File: src/rtl/display_pkg.sv
// Shared state encoding, byte-lane constants and lane selection for the display frame sequencer.
// The BLANK state exists only when LINE_BLANK_EN is defined.
package display_pkg;

  typedef enum logic [2:0] {
    IDLE,
    FETCH,
    WAIT,
    SEND_R,
    SEND_G,
    SEND_B,
    DONE
`ifdef LINE_BLANK_EN
    ,
    BLANK
`endif
  } state_t;

  localparam int R_MSB     = 23;
  localparam int G_MSB     = 15;
  localparam int B_MSB     = 7;
  localparam int PIX_BYTES = 3;

  // Byte lane 0/1/2 maps to R/G/B of a packed 24-bit pixel.
  function automatic logic [7:0] lane_byte(input logic [23:0] pixel, input logic [1:0] idx);
    case (idx)
      2'd0:    return pixel[R_MSB -: 8];
      2'd1:    return pixel[G_MSB -: 8];
      2'd2:    return pixel[B_MSB -: 8];
      default: return 8'h00;
    endcase
  endfunction

endpackage

File: src/rtl/pixel_serializer.sv
// Holds one fetched pixel and presents its R, G, B bytes on a registered output.
// The byte index only moves on advance, so a stalled sink sees a stable byte.
module pixel_serializer
  import display_pkg::*;
(
  input  logic        clock,
  input  logic        reset,
  input  logic        clear,
  input  logic        load,
  input  logic        advance,
  input  logic [23:0] rdata,
  output logic [7:0]  frame_out,
  output logic        last_byte
);

  logic [23:0] pixel;
  logic [1:0]  byte_idx;
  logic [1:0]  next_idx;

  assign next_idx  = byte_idx + 2'd1;
  assign last_byte = (byte_idx == 2'(PIX_BYTES - 1));

  always_ff @(posedge clock) begin
    if (reset || clear) begin
      pixel     <= '0;
      byte_idx  <= '0;
      frame_out <= '0;
    end else if (load) begin
      pixel     <= rdata;
      byte_idx  <= '0;
      frame_out <= lane_byte(rdata, 2'd0);
    end else if (advance) begin
      // Once B has gone out the lane is idle until the next load.
      if (last_byte) begin
        byte_idx  <= '0;
        frame_out <= '0;
      end else begin
        byte_idx  <= next_idx;
        frame_out <= lane_byte(pixel, next_idx);
      end
    end
  end

endmodule

File: src/rtl/display_frame_ctrl.sv
// Frame-transfer sequencer: fetches NUM_PIXELS words and streams each as R, G, B bytes.
// Define LINE_BLANK_EN to insert a one-cycle BLANK gap after every LINE_PIXELS pixels.
module display_frame_ctrl
  import display_pkg::*;
#(
  parameter int NUM_PIXELS  = 200,
  parameter int ADDR_W      = 8,
  parameter int LINE_PIXELS = 20
) (
  input  logic              clock,
  input  logic              reset,
  input  logic              start,
  input  logic              abort,
  input  logic              sink_ready,
  output logic              pix_rd_en,
  output logic [ADDR_W-1:0] pix_addr,
  input  logic [31:0]       pix_rdata,
  output logic [7:0]        frame_out,
  output logic              cs_display,
  output logic              busy,
  output logic              done
);

  localparam logic [ADDR_W:0] LAST_PIX = (ADDR_W + 1)'(NUM_PIXELS - 1);

  state_t            state, state_d;
  logic [ADDR_W:0]   cnt, cnt_d;
  logic [ADDR_W-1:0] pix_addr_d;
  logic              pix_rd_en_d, cs_d, busy_d, done_d;
  logic              load, advance, clear, last_byte;
  logic              unused_rdata;

  assign unused_rdata = ^pix_rdata[31:24];

`ifdef LINE_BLANK_EN
  localparam logic [ADDR_W:0] LINE_LAST = (ADDR_W + 1)'(LINE_PIXELS - 1);
  logic [ADDR_W:0] line_cnt, line_cnt_d;
`else
  logic unused_line;
  assign unused_line = (LINE_PIXELS == 0);
`endif

  pixel_serializer u_ser (
    .clock     (clock),
    .reset     (reset),
    .clear     (clear),
    .load      (load),
    .advance   (advance),
    .rdata     (pix_rdata[23:0]),
    .frame_out (frame_out),
    .last_byte (last_byte)
  );

  // Outputs are computed one cycle ahead and registered together with the state.
  always_comb begin
    state_d     = state;
    cnt_d       = cnt;
    pix_addr_d  = pix_addr;
    pix_rd_en_d = 1'b0;
    cs_d        = 1'b0;
    busy_d      = busy;
    done_d      = 1'b0;
    load        = 1'b0;
    advance     = 1'b0;
    clear       = 1'b0;
`ifdef LINE_BLANK_EN
    line_cnt_d  = line_cnt;
`endif
    if (abort && state != IDLE) begin
      state_d = IDLE;
      busy_d  = 1'b0;
      clear   = 1'b1;
    end else begin
      case (state)
        IDLE: begin
          if (start && !abort) begin
            state_d     = FETCH;
            cnt_d       = '0;
            pix_addr_d  = '0;
            pix_rd_en_d = 1'b1;
            busy_d      = 1'b1;
`ifdef LINE_BLANK_EN
            line_cnt_d  = '0;
`endif
          end
        end
        FETCH: state_d = WAIT;
        WAIT: begin
          state_d = SEND_R;
          load    = 1'b1;
          cs_d    = 1'b1;
        end
        SEND_R: begin
          cs_d    = 1'b1;
          advance = sink_ready;
          if (sink_ready) state_d = SEND_G;
        end
        SEND_G: begin
          cs_d    = 1'b1;
          advance = sink_ready;
          if (sink_ready) state_d = SEND_B;
        end
        SEND_B: begin
          cs_d    = 1'b1;
          advance = sink_ready;
          if (sink_ready && last_byte) begin
            cs_d = 1'b0;
            if (cnt == LAST_PIX) begin
              state_d = DONE;
              done_d  = 1'b1;
            end else begin
              cnt_d       = cnt + 1'b1;
              pix_addr_d  = cnt_d[ADDR_W-1:0];
              state_d     = FETCH;
              pix_rd_en_d = 1'b1;
`ifdef LINE_BLANK_EN
              // Line boundary: hold off the next fetch for one gap cycle.
              if (line_cnt == LINE_LAST) begin
                line_cnt_d  = '0;
                state_d     = BLANK;
                pix_rd_en_d = 1'b0;
              end else begin
                line_cnt_d = line_cnt + 1'b1;
              end
`endif
            end
          end
        end
`ifdef LINE_BLANK_EN
        BLANK: begin
          state_d     = FETCH;
          pix_addr_d  = cnt[ADDR_W-1:0];
          pix_rd_en_d = 1'b1;
        end
`endif
        DONE: begin
          state_d = IDLE;
          busy_d  = 1'b0;
        end
        default: state_d = IDLE;
      endcase
    end
  end

  always_ff @(posedge clock) begin
    if (reset) begin
      state      <= IDLE;
      cnt        <= '0;
      pix_addr   <= '0;
      pix_rd_en  <= 1'b0;
      cs_display <= 1'b0;
      busy       <= 1'b0;
      done       <= 1'b0;
`ifdef LINE_BLANK_EN
      line_cnt   <= '0;
`endif
    end else begin
      state      <= state_d;
      cnt        <= cnt_d;
      pix_addr   <= pix_addr_d;
      pix_rd_en  <= pix_rd_en_d;
      cs_display <= cs_d;
      busy       <= busy_d;
      done       <= done_d;
`ifdef LINE_BLANK_EN
      line_cnt   <= line_cnt_d;
`endif
    end
  end

endmodule

File: config.mk
export PLATFORM = sky130hd
export DESIGN_NAME = display_frame_ctrl
export DESIGN_NICKNAME = d
export VERILOG_FILES = /design/src/rtl/display_pkg.sv /design/src/rtl/pixel_serializer.sv /design/src/rtl/display_frame_ctrl.sv
export SDC_FILE = /design/constraint.sdc
export NUM_CORES = 1
export LEC_CHECK = 0
export ABC_CLOCK_PERIOD_IN_PS = 2550
export BUFFER_PORTS_ARGS = -buffer_cell sky130_fd_sc_hd__buf_4
export CAP_MARGIN = 15
export CORE_ASPECT_RATIO = 0.6
export CORE_MARGIN = 4
export CORE_UTILIZATION = 53
export DETAILED_ROUTE_END_ITERATION = 8
export GPL_ROUTABILITY_DRIVEN = 0
export GPL_TIMING_DRIVEN = 0
export PLACE_DENSITY_LB_ADDON = 0.25
export SLEW_MARGIN = 20
export SYNTH_ARGS = -nofsm -noshare
export SYNTH_HDL_FRONTEND = slang
export SYNTH_SLANG_ARGS = --single-unit
export TNS_END_PERCENT = 50
File: constraint.sdc
create_clock -name clock -period 2.55 [get_ports clock]
set_clock_uncertainty 0.15 [all_clocks]
set_input_delay 0.765 -clock clock [delete_from_list [all_inputs] [get_ports clock]]
set_output_delay 0.765 -clock clock [all_outputs]
set_load 0.005 [all_outputs]
==> run_summary.xml <==
<?xml version="1.0" encoding="UTF-8"?>
<metrics>
  <group name="cells_and_area">
    <metric name="drive_above_1_share" unit="%">25.8</metric>
    <metric name="post_layout_nonfiller_instances" unit="">405</metric>
    <metric name="layout.cells.most_common_list" unit="">sky130_fd_sc_hd__nand2_1, sky130_fd_sc_hd__buf_4, sky130_fd_sc_hd__dfxtp_1</metric>
    <metric name="insertedDiodeCount" unit="">0</metric>
    <metric name="area_growth" unit="%">22.5</metric>
    <metric name="final_common_cell" unit="">sky130_fd_sc_hd__nand2_1</metric>
    <metric name="final_cell_area" unit="mm2">0.00293</metric>
    <metric name="design.final.nets" unit="">382</metric>
  </group>
  <group name="grt">
    <metric name="grt_usage" unit="%">24.6</metric>
    <metric name="number_of_global_route_vias_before_repair" unit="">2143</metric>
    <metric name="antenna_found_initial" unit="">0</metric>
    <metric name="grt_max_degree" unit="">16</metric>
    <metric name="grt_pass1_wl" unit="um">10700</metric>
    <metric name="total_congestion_overflow_after_global_routing" unit="">0</metric>
  </group>
  <group name="detailed_routing">
    <metric name="remaining_drc_errors" unit="">0</metric>
    <metric name="drt-wirelength-per-cell" unit="um">16.3</metric>
    <metric name="detail_route.iter0.violations" unit="">310</metric>
    <metric name="drt_pass1_iterations" unit="">5</metric>
    <metric name="drt_wl_total" unit="um">6590</metric>
    <metric name="ant_nets" unit="">0</metric>
    <metric name="route.vias.total" unit="">2386</metric>
    <metric name="route.detailed.vias_per_inst" unit="">5.89</metric>
  </group>
  <group name="setup_path">
    <metric name="crit_path_max_fanout" unit="">10</metric>
    <metric name="worstPathCellList" unit="">buf_2 -&gt; nor4_2 -&gt; clkbuf_1 -&gt; nand2_1 -&gt; o221ai_1</metric>
    <metric name="critical_path.startpoint_type" unit="">flop</metric>
    <metric name="worst_r2r_endpoint" unit="">u_ser.frame_out[4]</metric>
    <metric name="timing.critical_path.required" unit="ns">2.63</metric>
    <metric name="worst-path-buf-inv" unit="">2</metric>
    <metric name="worstSetupPathType" unit="">reg2reg</metric>
    <metric name="cp.arrival" unit="ns">2.33</metric>
    <metric name="critPathMaxStageDelay" unit="ns">0.63</metric>
    <metric name="critical_path.top_delay_family" unit="">simple AND/OR/NAND/NOR gates</metric>
    <metric name="slowest_stage_cell_on_the_critical_path" unit="">sky130_fd_sc_hd__nor4_2</metric>
    <metric name="rrSetupSlack" unit="ns">0.30</metric>
    <metric name="endpoint_kind" unit="">flop</metric>
    <metric name="worstRegToRegCells" unit="">5</metric>
    <metric name="timing.rr.start" unit="">state[2]</metric>
  </group>
  <group name="die">
    <metric name="initial_utilization" unit="%">56.4</metric>
    <metric name="dieWidth" unit="um">94.7</metric>
    <metric name="top_level_ports" unit="">57</metric>
    <metric name="floorplan.core_area" unit="mm2">0.00423</metric>
    <metric name="die-height" unit="um">60.0</metric>
    <metric name="die_area" unit="mm2">0.00568</metric>
    <metric name="site_rows" unit="">18</metric>
  </group>
  <group name="sta">
    <metric name="final_number_of_setup_violating_endpoints" unit="">0</metric>
    <metric name="finalHoldViolations" unit="">0</metric>
    <metric name="worst-slew-pin-transition" unit="ns">0.648</metric>
    <metric name="max_freq" unit="GHz">0.443</metric>
    <metric name="final.setup.tns" unit="ns">0</metric>
    <metric name="timing.slew.headroom" unit="%">56.4</metric>
    <metric name="grt_setup_unrepaired" unit="">false</metric>
    <metric name="fin_crit" unit="ns">2.25</metric>
    <metric name="finalCritPeriodShare" unit="%">88.4</metric>
    <metric name="final-max-slew-violation-count" unit="">0</metric>
  </group>
  <group name="cts">
    <metric name="cts_inserted_buffers" unit="">5</metric>
    <metric name="cts_setup_buffers" unit="">0</metric>
    <metric name="clockRootBuffer" unit="">sky130_fd_sc_hd__clkbuf_8</metric>
    <metric name="clock_latency_at_the_later_pin_of_the_worst_skew_pair" unit="ns">0.31</metric>
    <metric name="cts_tree" unit="">done</metric>
    <metric name="cts-root-to-sink-buffers" unit="">2</metric>
    <metric name="cts-hold-fix-buffers" unit="">0</metric>
    <metric name="cts.reportedPaths.clkPinSlew" unit="ns">0.09</metric>
    <metric name="htree_levels" unit="">2</metric>
    <metric name="post_cts_resize_count" unit="">0</metric>
    <metric name="clkSinkCount" unit="">50</metric>
  </group>
  <group name="pwr">
    <metric name="p_clk_share" unit="%">33.2</metric>
    <metric name="swShare" unit="%">28.1</metric>
    <metric name="power_report.internal_total" unit="mW">1.23</metric>
    <metric name="peakVddDrop" unit="uV">278</metric>
    <metric name="total_power" unit="mW">1.71</metric>
    <metric name="power_density" unit="mW/mm2">583</metric>
    <metric name="total_switching_power" unit="mW">0.479</metric>
    <metric name="comb_power_share" unit="%">17.7</metric>
    <metric name="total_leakage_power" unit="nW">1.08</metric>
    <metric name="seq_power_share" unit="%">49.1</metric>
  </group>
  <group name="min_path">
    <metric name="hold_path_class" unit="">reg2reg</metric>
    <metric name="hold_path_depth" unit="">2</metric>
    <metric name="min_to" unit="">u_ser.pixel[4]</metric>
    <metric name="holdCritStartpoint" unit="">u_ser.pixel[4]</metric>
  </group>
  <group name="synthesis">
    <metric name="fraction_of_the_yosys_area_taken_by_sequential_cells" unit="%">41.9</metric>
    <metric name="netlist_area" unit="mm2">0.00239</metric>
    <metric name="ys_warn_count" unit="">0</metric>
    <metric name="cells_after_synth" unit="">290</metric>
    <metric name="adder_and_majority_gate_portion_of_the_synthesized_area" unit="%">0.524</metric>
    <metric name="synth_simple_gate_area_share" unit="%">23.1</metric>
    <metric name="synth-edff-count" unit="">0</metric>
    <metric name="syn_avg_cell_area" unit="um2">8.24</metric>
    <metric name="ys.flop_type" unit="">sky130_fd_sc_hd__dfxtp_1</metric>
    <metric name="synth-seq-cells" unit="">50</metric>
    <metric name="multiplexer_fraction_of_the_synthesized_cell_area" unit="%">3.77</metric>
    <metric name="synth_compound_gate_area_share" unit="%">23.9</metric>
    <metric name="combinational_family_with_the_most_area_after_synthesis" unit="">compound AO/OA/AOI/OAI gates</metric>
    <metric name="syn-num-nets" unit="">328</metric>
    <metric name="synthXorXnorAreaFrac" unit="%">0</metric>
    <metric name="yosysUniqueCellTypes" unit="">51</metric>
    <metric name="synth_async_sr_flop_share" unit="%">0</metric>
  </group>
  <group name="job">
    <metric name="drv_cap" unit="">0</metric>
  </group>
  <group name="placed_design">
    <metric name="buffer_ports.inserted" unit="">47</metric>
    <metric name="hpwl" unit="um">4830</metric>
    <metric name="placed_cell_area" unit="mm2">0.00282</metric>
    <metric name="cells_after_dpl" unit="">397</metric>
  </group>
  <group name="status">
    <metric name="status" unit="">finished, final reports clean</metric>
  </group>
</metrics>
-- sequential cells by signal (all words and copies together) (netlist names) --
register / count
busy: 1
cnt: 2
cs_display: 1
done: 1
pix_addr: 7
pix_rd_en: 1
state: 3
u_ser.byte_idx: 2
u_ser.frame_out: 8
u_ser.pixel: 24
-- worst max path at each step --
stage,startpoint,to,slack (ns),cells past startpoint
after floorplan,abort,pix_addr[5],0.38,6
after global placement,abort,u_ser.frame_out[7],0.16,5
after detailed placement,abort,cnt[8],0.1,5
after CTS,state[2],u_ser.frame_out[4],0.30,5
after global routing,state[2],u_ser.frame_out[7],0.13,5
final,state[2],u_ser.frame_out[4],0.30,5
-- synthesized netlist by cell type (all sizes together) (2+ instances only) --
master | number | share of area (%)
a31oi | 2 | 0.52
a21oi | 36 | 7.7
or3 | 2 | 0.73
o221ai | 8 | 2.9
clkbuf | 11 | 1.7
dfxtp | 50 | 42
nor4 | 3 | 1.3
nand2 | 66 | 10
o21ai | 10 | 2.1
or4 | 2 | 0.79
nand3b | 3 | 0.94
nor2 | 12 | 1.9
nand2b | 2 | 0.52
nor2b | 2 | 0.52
nor3 | 4 | 0.84
a22o | 8 | 2.9
inv | 3 | 0.47
buf | 17 | 4.6
and2 | 2 | 0.52
nand4 | 9 | 2.4
a21o | 2 | 0.63
nand3 | 3 | 0.63
a311oi | 5 | 1.8
mux2 | 8 | 3.8
a211oi | 3 | 1.2
-- cell families after synthesis --
family	after synthesis
and+or+nand+nor	115
AOI/OAI and AO/OA	85
buffers and inverters	31
muxes	8
adders and majority gates	1
DFF	50
-- metrics by stage --
stage	setup WS (ns)	util, %	hold slack (ns)
floorplan	0.384	-	0.283
global placement	0.157	66.5	0.287
detailed placement	0.0961	66.5	0.298
CTS	0.303	69.1	0.310
global route	0.129	69.1	0.329
finish	0.295	69.1	0.309
-- power groups by stage --
stage	Clock, mW	Combinational [mW]	Sequential [mW]
finish	0.566	0.302	0.838
global route	0.601	0.330	0.841
CTS	0.569	0.296	0.837
detailed placement	0	0.294	0.855
global placement	0	0.288	0.854
floorplan	0	0.185	0.850
-- area by class of cell --
class,count,area (um2)
fill,376,1310
multi-input combinational,209,1230
sequential,50,1000
timing repair buffer,47,353
buffer,28,151
tap,60,75.1
clock buffer,6,72.6
clock inverter,2,37.5
inverter,3,11.3
-- metal layers --
layer / track usage, % / vias up / wire length (um)
li1: - / 1150 / -
met1: 38.5 / 1074 / 3230
met2: 32.7 / 152 / 2510
met3: 5.16 / 10 / 778
met4: 8.21 / 0 / 68
met5: 0 / - / 0
-- worst reg2reg max path: cells and delay by family (launching register included) --
kind | cells | cell delay, ns
simple gates | 2 | 0.80
buf+inv | 2 | 0.66
flops | 1 | 0.36
compound gates | 1 | 0.21
(Power assumes the default switching activity.)
